**src/rtl/fifo_wr_arbiter_if.sv**
```systemverilog
// Handshake and fifo write-port bundle for fifo_wr_arbiter.
// Signal names carry the arbiter's direction view: *_i is driven into the arbiter.
interface fifo_wr_arbiter_if #(
  parameter int unsigned N_REQ  = 4,
  parameter int unsigned DWIDTH = 8,
  parameter int unsigned AWIDTH = 8
);
  logic [N_REQ*DWIDTH-1:0] req_data_i;
  logic [N_REQ-1:0]        req_valid_i;
  logic [N_REQ-1:0]        req_ready_o;
  logic [N_REQ-1:0]        grant_o;
  logic [DWIDTH-1:0]       fifo_data_o;
  logic                    fifo_wrreq_o;
  logic [AWIDTH:0]         fifo_usedw_i;

  // Requesters plus fifo: everything the arbiter consumes.
  modport master (
    output req_data_i, req_valid_i, fifo_usedw_i,
    input  req_ready_o, grant_o, fifo_data_o, fifo_wrreq_o
  );

  // The arbiter itself.
  modport slave (
    input  req_data_i, req_valid_i, fifo_usedw_i,
    output req_ready_o, grant_o, fifo_data_o, fifo_wrreq_o
  );
endinterface

```
**src/rtl/fifo_wr_arbiter.sv**
```systemverilog
// Round-robin write arbiter: N requesters share one fifo write port, one owner at a time
// for bursts of up to BURST_LEN words. Writes are registered; fill level guards overflow.
module fifo_wr_arbiter #(
  parameter int unsigned N_REQ     = 4,
  parameter int unsigned DWIDTH    = 8,
  parameter int unsigned AWIDTH    = 8,
  parameter int unsigned BURST_LEN = 4
) (
  input logic            clk_i,
  input logic            arstn_i,
  fifo_wr_arbiter_if.slave bus
);

  localparam int unsigned IdxW = (N_REQ > 1) ? $clog2(N_REQ) : 1;
  localparam int unsigned CntW = $clog2(BURST_LEN + 1);
  localparam logic [AWIDTH+1:0] Depth = {2'b01, {AWIDTH{1'b0}}};

  typedef enum logic [0:0] {StIdle, StGrant} state_e;

  state_e            state_q;
  logic [N_REQ-1:0]  grant_q;
  logic [IdxW-1:0]   ptr_q;     // last owner; also the current owner while granted
  logic [CntW-1:0]   cnt_q;
  logic [DWIDTH-1:0] data_q;
  logic              wrreq_q;

  logic [AWIDTH+1:0] fill;
  logic              space_ok;
  logic [N_REQ-1:0]  ready;
  logic              xfer;
  logic              owner_valid;
  logic [DWIDTH-1:0] owner_data;
  logic              found;
  logic [IdxW-1:0]   next_idx;
  logic [IdxW-1:0]   cand;

  // The registered write not yet seen by the fifo counts as occupied.
  assign fill     = {1'b0, bus.fifo_usedw_i} + {{(AWIDTH+1){1'b0}}, wrreq_q};
  assign space_ok = fill < Depth;
  assign ready    = grant_q & {N_REQ{space_ok}};
  // ready is already one-hot gated by the grant, so any hit is the owner.
  assign xfer        = |(bus.req_valid_i & ready);
  assign owner_valid = bus.req_valid_i[ptr_q];

  assign bus.req_ready_o  = ready;
  assign bus.grant_o      = grant_q;
  assign bus.fifo_data_o  = data_q;
  assign bus.fifo_wrreq_o = wrreq_q;

  // Select the current owner's data slice.
  always_comb begin
    owner_data = '0;
    for (int unsigned k = 0; k < N_REQ; k++) begin
      if (ptr_q == IdxW'(k)) begin
        owner_data = bus.req_data_i[k*DWIDTH +: DWIDTH];
      end
    end
  end

  // Round-robin search from ptr+1; scanning farthest-first lets the nearest hit win.
  always_comb begin
    found    = 1'b0;
    next_idx = ptr_q;
    cand     = '0;
    for (int unsigned i = N_REQ; i >= 1; i--) begin
      cand = IdxW'((32'(ptr_q) + i) % N_REQ);
      if (bus.req_valid_i[cand]) begin
        found    = 1'b1;
        next_idx = cand;
      end
    end
  end

  // Arbitration FSM with registered grant and fifo write outputs.
  always_ff @(posedge clk_i or negedge arstn_i) begin
    if (!arstn_i) begin
      state_q <= StIdle;
      grant_q <= '0;
      ptr_q   <= IdxW'(N_REQ - 1);
      cnt_q   <= '0;
      data_q  <= '0;
      wrreq_q <= 1'b0;
    end else begin
      wrreq_q <= xfer;
      if (xfer) begin
        data_q <= owner_data;
      end
      unique case (state_q)
        StIdle: begin
          if (found) begin
            grant_q <= {{(N_REQ-1){1'b0}}, 1'b1} << next_idx;
            ptr_q   <= next_idx;
            cnt_q   <= '0;
            state_q <= StGrant;
          end
        end
        StGrant: begin
          if (!owner_valid) begin
            grant_q <= '0;
            state_q <= StIdle;
          end else if (xfer) begin
            cnt_q <= cnt_q + CntW'(1);
            if (cnt_q == CntW'(BURST_LEN - 1)) begin
              grant_q <= '0;
              state_q <= StIdle;
            end
          end
          // Valid owner without fifo space: hold grant and count.
        end
        default: state_q <= StIdle;
      endcase
    end
  end

endmodule
```
**src/flat_wrapper.sv**
```systemverilog
// flat-port wrapper written by rule: the top's interface ports become plain ports
module fifo_wr_arbiter_flat 
#(
  parameter int unsigned N_REQ     = 4,
  parameter int unsigned DWIDTH    = 8,
  parameter int unsigned AWIDTH    = 8,
  parameter int unsigned BURST_LEN = 4
)
  (clk_i, arstn_i, bus_req_data_i, bus_req_valid_i, bus_fifo_usedw_i, bus_req_ready_o, bus_grant_o, bus_fifo_data_o, bus_fifo_wrreq_o);
  fifo_wr_arbiter_if #(.N_REQ(N_REQ), .DWIDTH(DWIDTH), .AWIDTH(AWIDTH)) bus_i ();
  input logic clk_i;
  input logic arstn_i;
  input wire logic [$bits(bus_i.req_data_i)-1:0] bus_req_data_i;
  input wire logic [$bits(bus_i.req_valid_i)-1:0] bus_req_valid_i;
  input wire logic [$bits(bus_i.fifo_usedw_i)-1:0] bus_fifo_usedw_i;
  output wire logic [$bits(bus_i.req_ready_o)-1:0] bus_req_ready_o;
  output wire logic [$bits(bus_i.grant_o)-1:0] bus_grant_o;
  output wire logic [$bits(bus_i.fifo_data_o)-1:0] bus_fifo_data_o;
  output wire logic [$bits(bus_i.fifo_wrreq_o)-1:0] bus_fifo_wrreq_o;
  assign bus_i.req_data_i = bus_req_data_i;
  assign bus_i.req_valid_i = bus_req_valid_i;
  assign bus_i.fifo_usedw_i = bus_fifo_usedw_i;
  assign bus_req_ready_o = bus_i.req_ready_o;
  assign bus_grant_o = bus_i.grant_o;
  assign bus_fifo_data_o = bus_i.fifo_data_o;
  assign bus_fifo_wrreq_o = bus_i.fifo_wrreq_o;
  fifo_wr_arbiter #(.N_REQ(N_REQ), .DWIDTH(DWIDTH), .AWIDTH(AWIDTH), .BURST_LEN(BURST_LEN)) u_core (.clk_i(clk_i), .arstn_i(arstn_i), .bus(bus_i));
endmodule
```
**config.mk**
```make
export PLATFORM = sky130hd
export DESIGN_NAME = fifo_wr_arbiter_flat
export DESIGN_NICKNAME = d
export VERILOG_FILES = /design/src/rtl/fifo_wr_arbiter_if.sv /design/src/rtl/fifo_wr_arbiter.sv /design/src/flat_wrapper.sv
export SDC_FILE = /design/constraint.sdc
export NUM_CORES = 1
export LEC_CHECK = 0
export ABC_AREA = 1
export CELL_PAD_IN_SITES_DETAIL_PLACEMENT = 1
export CELL_PAD_IN_SITES_GLOBAL_PLACEMENT = 2
export CORE_ASPECT_RATIO = 1.25
export CORE_MARGIN = 2
export CORE_UTILIZATION = 22
export CTS_CLUSTER_SIZE = 40
export DETAILED_ROUTE_END_ITERATION = 10
export PLACE_DENSITY = 0.9
export SYNTH_ARGS = -nofsm -noshare
export SYNTH_HDL_FRONTEND = slang
export SYNTH_SLANG_ARGS = --single-unit
```
**constraint.sdc**
```tcl
create_clock -name clk_i -period 2.9 [get_ports clk_i]
set_input_delay 0.58 -clock clk_i [delete_from_list [all_inputs] [get_ports clk_i]]
set_output_delay 0.58 -clock clk_i [all_outputs]
set_load 0.05 [all_outputs]
```
==> results.md, run 1 <==
- Slew @ Worst Pin: 828 ps
- Post-Synth XOR/XNOR Area: 0
- Violation count after the first detailed-route iteration: 75
- Peak VDD IR: approximately 0.28 mV
- Routed WL per cell: 11.1 um
- Mux cell area share after synthesis: 0
- Post-Synthesis Cells: 214
- Num rows: 32
- Top routing layer used: met4
- Port bufs: 63
- Yosys reg bits: 19
- Compound-Gate Fraction of Synth Area: 0.123
- Slew Limit Fails: 0
- Multi-input gate area in the final layout: 798 um^2
- RSZ-0062 raised after global routing: no
- CP Data Arrival Time: 1730 ps
- Final cell count without fillers: 360
- Chip Width: 75.2 um
- Utilization after layout: 0.355
- Total GRT Usage: 0.125
- EDFF count, synth: 0
- Mapped Area: 1400 um^2
- Hold Buf Count CTS: 0
- Fraction of the yosys area taken by sequential cells: 0.343
- Post-CTS Setup Inserts: 0
- Mapped Avg Cell Area: 6.52 um^2
- Gr ovfl total: 0
- Reg area: between 400 and 500 um^2
- DP Wirelength: approximately 3.4 mm
- Clk root buf: clkbuf_8
- Met1 WL: 1.74 mm
- Power per Cell Area: 910 nW/um^2
- Fin Setup TNS: 0 ps
- Distinct cells, synth: 20
- CTS Buf Count: 3
- Mapped Nets: 267
- Warnings from Yosys: 0
- Largest net degree at the start of global routing: 20
- Initial core utilization: 0.226
- Largest family of logic cells by synthesized area: simple AND/OR/NAND/NOR gates
- Layout cells sized above 1: 0.0764
- Crit path launch type: primary input
- Hold Vio Cnt, Final: 0
- DR WL met3: 160 um
- Worst hold-check path type: reg -> reg
- Adder-Cell Fraction of Synth Area: 0.0538
- Nets: about 330
- TritonRoute pass-1 iters: 4
- Worst Setup End Kind: primary output
- Tcrit/Tclk final: 0.797
- CTS Sinks: 19
- H-Tree Depth: 1
- Max_slew headroom: 0.446
- DP Cell Count: approximately 360
- Status: complete, no violations
- Post-CTS Resized: 0
- Worst-path clk slew: 70 ps
- Crit path max fanout: 5
- TritonCTS clock tree: yes
- Num ports: 64
- Fmax: 0.433 GHz
- Setup CP Type: in -> out
- Drt total wl: roughly 4 mm
- Number of vias per cell: 4.23
- # diodes: 0
- Detailed-route DRC error count: 0
- Worst skew pair latency: between 200 and 300 ps
- CTS Buffer Depth: 2
- Leak: roughly 1.0 nW
- Post-route minimum period: 2310 ps
- Number of global-route vias before repair: 1611
- WP data required: 2320 ps
- Max-cap viol count: 0
- Antenna Nets Post-Route: 0
- Total core area: 6170 um^2
- Post-Synth Simple-Gate Area: 0.396
- Via count: 1521
- Initial antenna violation count: 0
- Ys async rst share: 1.00
- Chip Height: 93.0 um
- Area growth from synthesis to layout: 56.7%
- Met2 wire length: 2.05 mm
- Die ar.: 7000 um^2
- GP Congestion: 0.750
- Final clock skew: between 4 and 5 ps
- Filler cell count in the final layout: 813
- Final setup viols: 0
- First-pass GRT wire length: 6.97 mm
- Synth Flop Type: dfrtp_1
==> state kept, by name, summed over array words and instances (netlist names) <==
signal / flops
u_core.bus.fifo_data_o: 8
u_core.bus.fifo_wrreq_o: 1
u_core.bus.grant_o: 4
u_core.cnt_q: 3
u_core.ptr_q: 2
u_core.state_q: 1
==> path summary, 6_finish.rpt <==
check / from / end / slack [ps] / cells after the start
setup reg to reg: u_core.ptr_q[0] / u_core.cnt_q[0] / 920 / 10
min in group asynchronous: arstn_i / u_core.bus.fifo_data_o[2] / 800 / 1
setup / recovery: bus_fifo_usedw_i[0] / bus_req_ready_o[3] / 590 / 7
max in group asynchronous: arstn_i / u_core.bus.grant_o[3] / 1580 / 1
hold reg to reg: u_core.bus.fifo_data_o[2] / u_core.bus.fifo_data_o[2] / 490 / 2
hold / removal: u_core.bus.fifo_data_o[2] / u_core.bus.fifo_data_o[2] / 490 / 2
==> per-layer routing <==
layer | track usage | vias to the layer above
met2 | 0.219 | 43
li1 | - | 805
met1 | 0.162 | 668
met4 | 0.0351 | 0
met5 | 0 | -
met3 | 0.00754 | 5
==> cells in the mapped netlist, types with 2 or more instances <==
| master | number | area share |
|---|---|---|
| inv_1 | 21 | 0.057 |
| nand2_1 | 80 | 0.22 |
| nand4_1 | 4 | 0.018 |
| nand2_2 | 7 | 0.031 |
| ha_1 | 6 | 0.054 |
| nand3_1 | 23 | 0.083 |
| o21ai_1 | 3 | 0.011 |
| a21oi_1 | 8 | 0.029 |
| dfrtp_1 | 17 | 0.30 |
| dfstp_2 | 2 | 0.038 |
| nor2_1 | 13 | 0.035 |
| clkbuf_1 | 4 | 0.011 |
| o21ai_0 | 19 | 0.068 |
==> cell families (layout without fill, tap and decap cells) <==
kind of cell / Yosys count / count (layout)
and+or+nand+nor: 129 / 129
AOI/OAI and AO/OA: 32 / 32
buffers and inverters: 28 / 89
DFF: 19 / 19
adders and majority gates: 6 / 6
==> critical path, cell delays in order <==
cell,delay [ps]
clkdlybuf4s50_1,400
nand3_1,80
nor2_1,40
nand2_1,140
nand2_1,130
nor2_1,200
buf_12,170
==> stage by stage <==
step	instance area (um^2)	hold WS, ps	setup WS, ps	total power, mW
6_report	2190	485	588	1.99
5_1_grt	2190	507	486	2.22
4_1_cts	2190	487	565	2.02
3_5_place_dp	2140	472	533	1.84
3_3_place_gp	2140	468	585	1.82
2_1_floorplan	1400	284	710	1.43
==> report_power, final <==
part / internal (mW) / switching [mW]
clock network: 0.0975 / 0.0836
registers: 0.369 / 0.0911
logic: 0.476 / 0.873
total: 0.943 / 1.05
==> layout by cell type (no fill, tap or decap), drive strengths merged <==
master and instances:
a21oi 8, a31oi 1, buf 4, clkbuf 4, clkdlybuf4s50 59, dfrtp 17, dfstp 2, ha 6
inv 22, nand2 87, nand3 23, nand4 5, nor2 14, o21ai 23
==> area by class of cell <==
| class | instances | share of cell area |
|---|---|---|
| multi-input cells | 167 | 0.365 |
| well taps | 85 | 0.0487 |
| clock buffers | 4 | 0.0206 |
| flip-flops and latches | 19 | 0.219 |
| repair buffers | 63 | 0.307 |
| inverters | 22 | 0.0401 |
Note: power is estimated with default switching activity, not from simulation.
==> inputs of run 2 (changes only) <==
CORE_UTILIZATION = 18   (was 22)
PLACE_DENSITY = 0.8   (was 0.9)
clock period = 2.1 ns   (was 2.9 ns; I/O delays follow)
==> run 2 against run 1 <==
Compared with the run above: clock power grew 39%; flip-flop and latch count unchanged; design area is 3.0% higher; hold slack better by 0.90 ps; combinational power increased by 51%; setup slack worse by 500 ps; total power up 45%; die area up 21%; count of clock-buffer cells in the layout is the same; first-iteration DRC count shrank 60%; clock skew hardly changed; cell count rose by 3.6%; critical path type unchanged; largest power group unchanged.
==> results.md, run 2 (synthesized netlist as in run 1, its figures left out) <==
- Crit path max fanout: 5
- Pre-CTS WS: approximately 14 ps
- Die ar.: 8480 um^2
- Detailed-route DRC error count: 0
- Number of vias per cell: around 4.2
- Status: complete, no violations
- RR Endpoint: u_core.bus.grant_o[0]
- Leak: 1.05 nW
- Largest register FFs: 8
- CTS Buffer Depth: 2
- Slew @ Worst Pin: 530 ps
- Post-CTS Resized: 0
- Slew Limit Fails: 0
- Layout cells sized above 1: 0.0996
- Setup CP Type: in -> out
- Num ports: 64
- Port bufs: between 60 and 70
- WP data required: 1680 ps
- Gr ovfl total: 0
- First-pass GRT wire length: 7.38 mm
- CP Data Arrival Time: 1600 ps
- Worst-path clk slew: 70 ps
- Total GRT Usage: 0.112
- Fmax: 0.496 GHz
- CTS Sinks: 19
- R2r worst-path depth: 12
- Setup slack, reg-to-reg: roughly 260 ps
- CTS Buf Count: 3
- Worst Setup End Kind: primary output
- Drt total wl: 4.46 mm
- Worst skew pair latency: roughly 260 ps
- Filler cell count in the final layout: 943
- Max_slew headroom: 0.646
- Crit path launch type: primary input
- Largest net degree at the start of global routing: 20
- # diodes: 0
- H-Tree Depth: 1
- Tcrit/Tclk final: 0.960
- Chip Height: 102 um
- Violation count after the first detailed-route iteration: 30
- Most frequent cells in the layout: nand2_1 (80), clkdlybuf4s50_1 (59), nand3_1 (23), inv_1 (21), o21ai_0 (19)
- Area growth from synthesis to layout: 61.4%
- Initial core utilization: 0.187
- GRT Max-Usage Layer: met2
- Antenna Nets Post-Route: 0
- Post-CTS Setup Inserts: 0
- Post-route minimum period: approximately 2000 ps
- Final setup viols: 0
- Routed WL per cell: between 10 and 15 um
- Num rows: 35
- Met3 Use GR: 0.0124
- Number of global-route vias before repair: 1635
- Clk root buf: clkbuf_8
- DP Cell Count: 369
- Final clock skew: 4.66 ps
- Initial antenna violation count: 0
- Max-cap viol count: 0
- Commonest non-fill, non-tap cell in the layout: nand2_1
- Nets: 335
- DP Wirelength: 3.82 mm
- Hold Buf Count CTS: 0
- Fin Setup TNS: 0 ps
- RSZ-0062 raised after global routing: yes
- Hold Vio Cnt, Final: 0
- Final cell count without fillers: 373
- Peak VDD IR: 0.400 mV
- Via count: approximately 1600
- FF-to-FF Start: u_core.ptr_q[1]
- Worst hold-check path type: in -> async
- TritonRoute pass-1 iters: 4
- GRT met1 Usage: 0.133
- Total core area: 7440 um^2
- Final setup slack of the worst path: 84.1 ps
- Chip Width: 82.7 um
- GP Congestion: 0.746
- Met2 Use GR: 0.207
- TritonCTS clock tree: yes
- Power per Cell Area: ~1300 nW/um^2
==> run 2: area by class of cell <==
cell class              count  area (um^2)  share of cell area
inverters                  22         87.6              0.0389
well taps                  92          115              0.0511
clock buffers               4         45.0              0.0200
multi-input cells         167          811               0.360
repair buffers             69          716               0.318
flip-flops and latches     19          478               0.212
==> run 2: how the worst max path moves through the flow <==
| stage | endpoint | slack [ps] | cells after the start | startpoint |
|---|---|---|---|---|
| CTS | bus_req_ready_o[3] | 60 | 7 | bus_fifo_usedw_i[0] |
| global route | bus_req_ready_o[0] | -5 | 7 | bus_fifo_usedw_i[7] |
| global placement | u_core.bus.grant_o[2] | 90 | 13 | bus_req_valid_i[1] |
| finish | bus_req_ready_o[0] | 80 | 7 | bus_fifo_usedw_i[0] |
| detailed placement | u_core.bus.grant_o[0] | 10 | 10 | bus_fifo_usedw_i[0] |
| floorplan | bus_req_ready_o[0] | 70 | 5 | u_core.bus.fifo_wrreq_o |
==> run 2: critical path: stages <==
cell	delay, ps
clkdlybuf4s50_1	400
nand3_1	90
nor2_1	50
nand2_1	130
nand2_1	130
nor2_1	200
buf_12	170
==> run 2: layer usage <==
| layer | wire (um) | share of wire | vias to the layer above |
|---|---|---|---|
| met5 | 0 | 0 | - |
| met4 | 63 | 0.014 | 0 |
| met3 | 201 | 0.045 | 5 |
| met2 | 2270 | 0.51 | 38 |
| met1 | 1930 | 0.43 | 698 |
| li1 | - | - | 821 |
==> run 2: where the power goes <==
group | internal [mW] | total [mW] | leakage, nW | switching (mW)
Combinational | 0.731 | 2.04 | 0.785 | 1.31
Sequential | 0.508 | 0.593 | 0.244 | 0.0858
Clock | 0.135 | 0.252 | 0.0228 | 0.117
==> run 2: through the flow <==
stage,hold WS (ps),util,power [mW],cell area (um^2)
6_report,486,0.303,2.88,2250
5_1_grt,503,0.303,3.22,2250
4_1_cts,490,0.301,2.89,2240
3_5_place_dp,473,0.295,2.62,2190
3_3_place_gp,470,0.295,2.59,2190
2_1_floorplan,124,-,1.98,1400
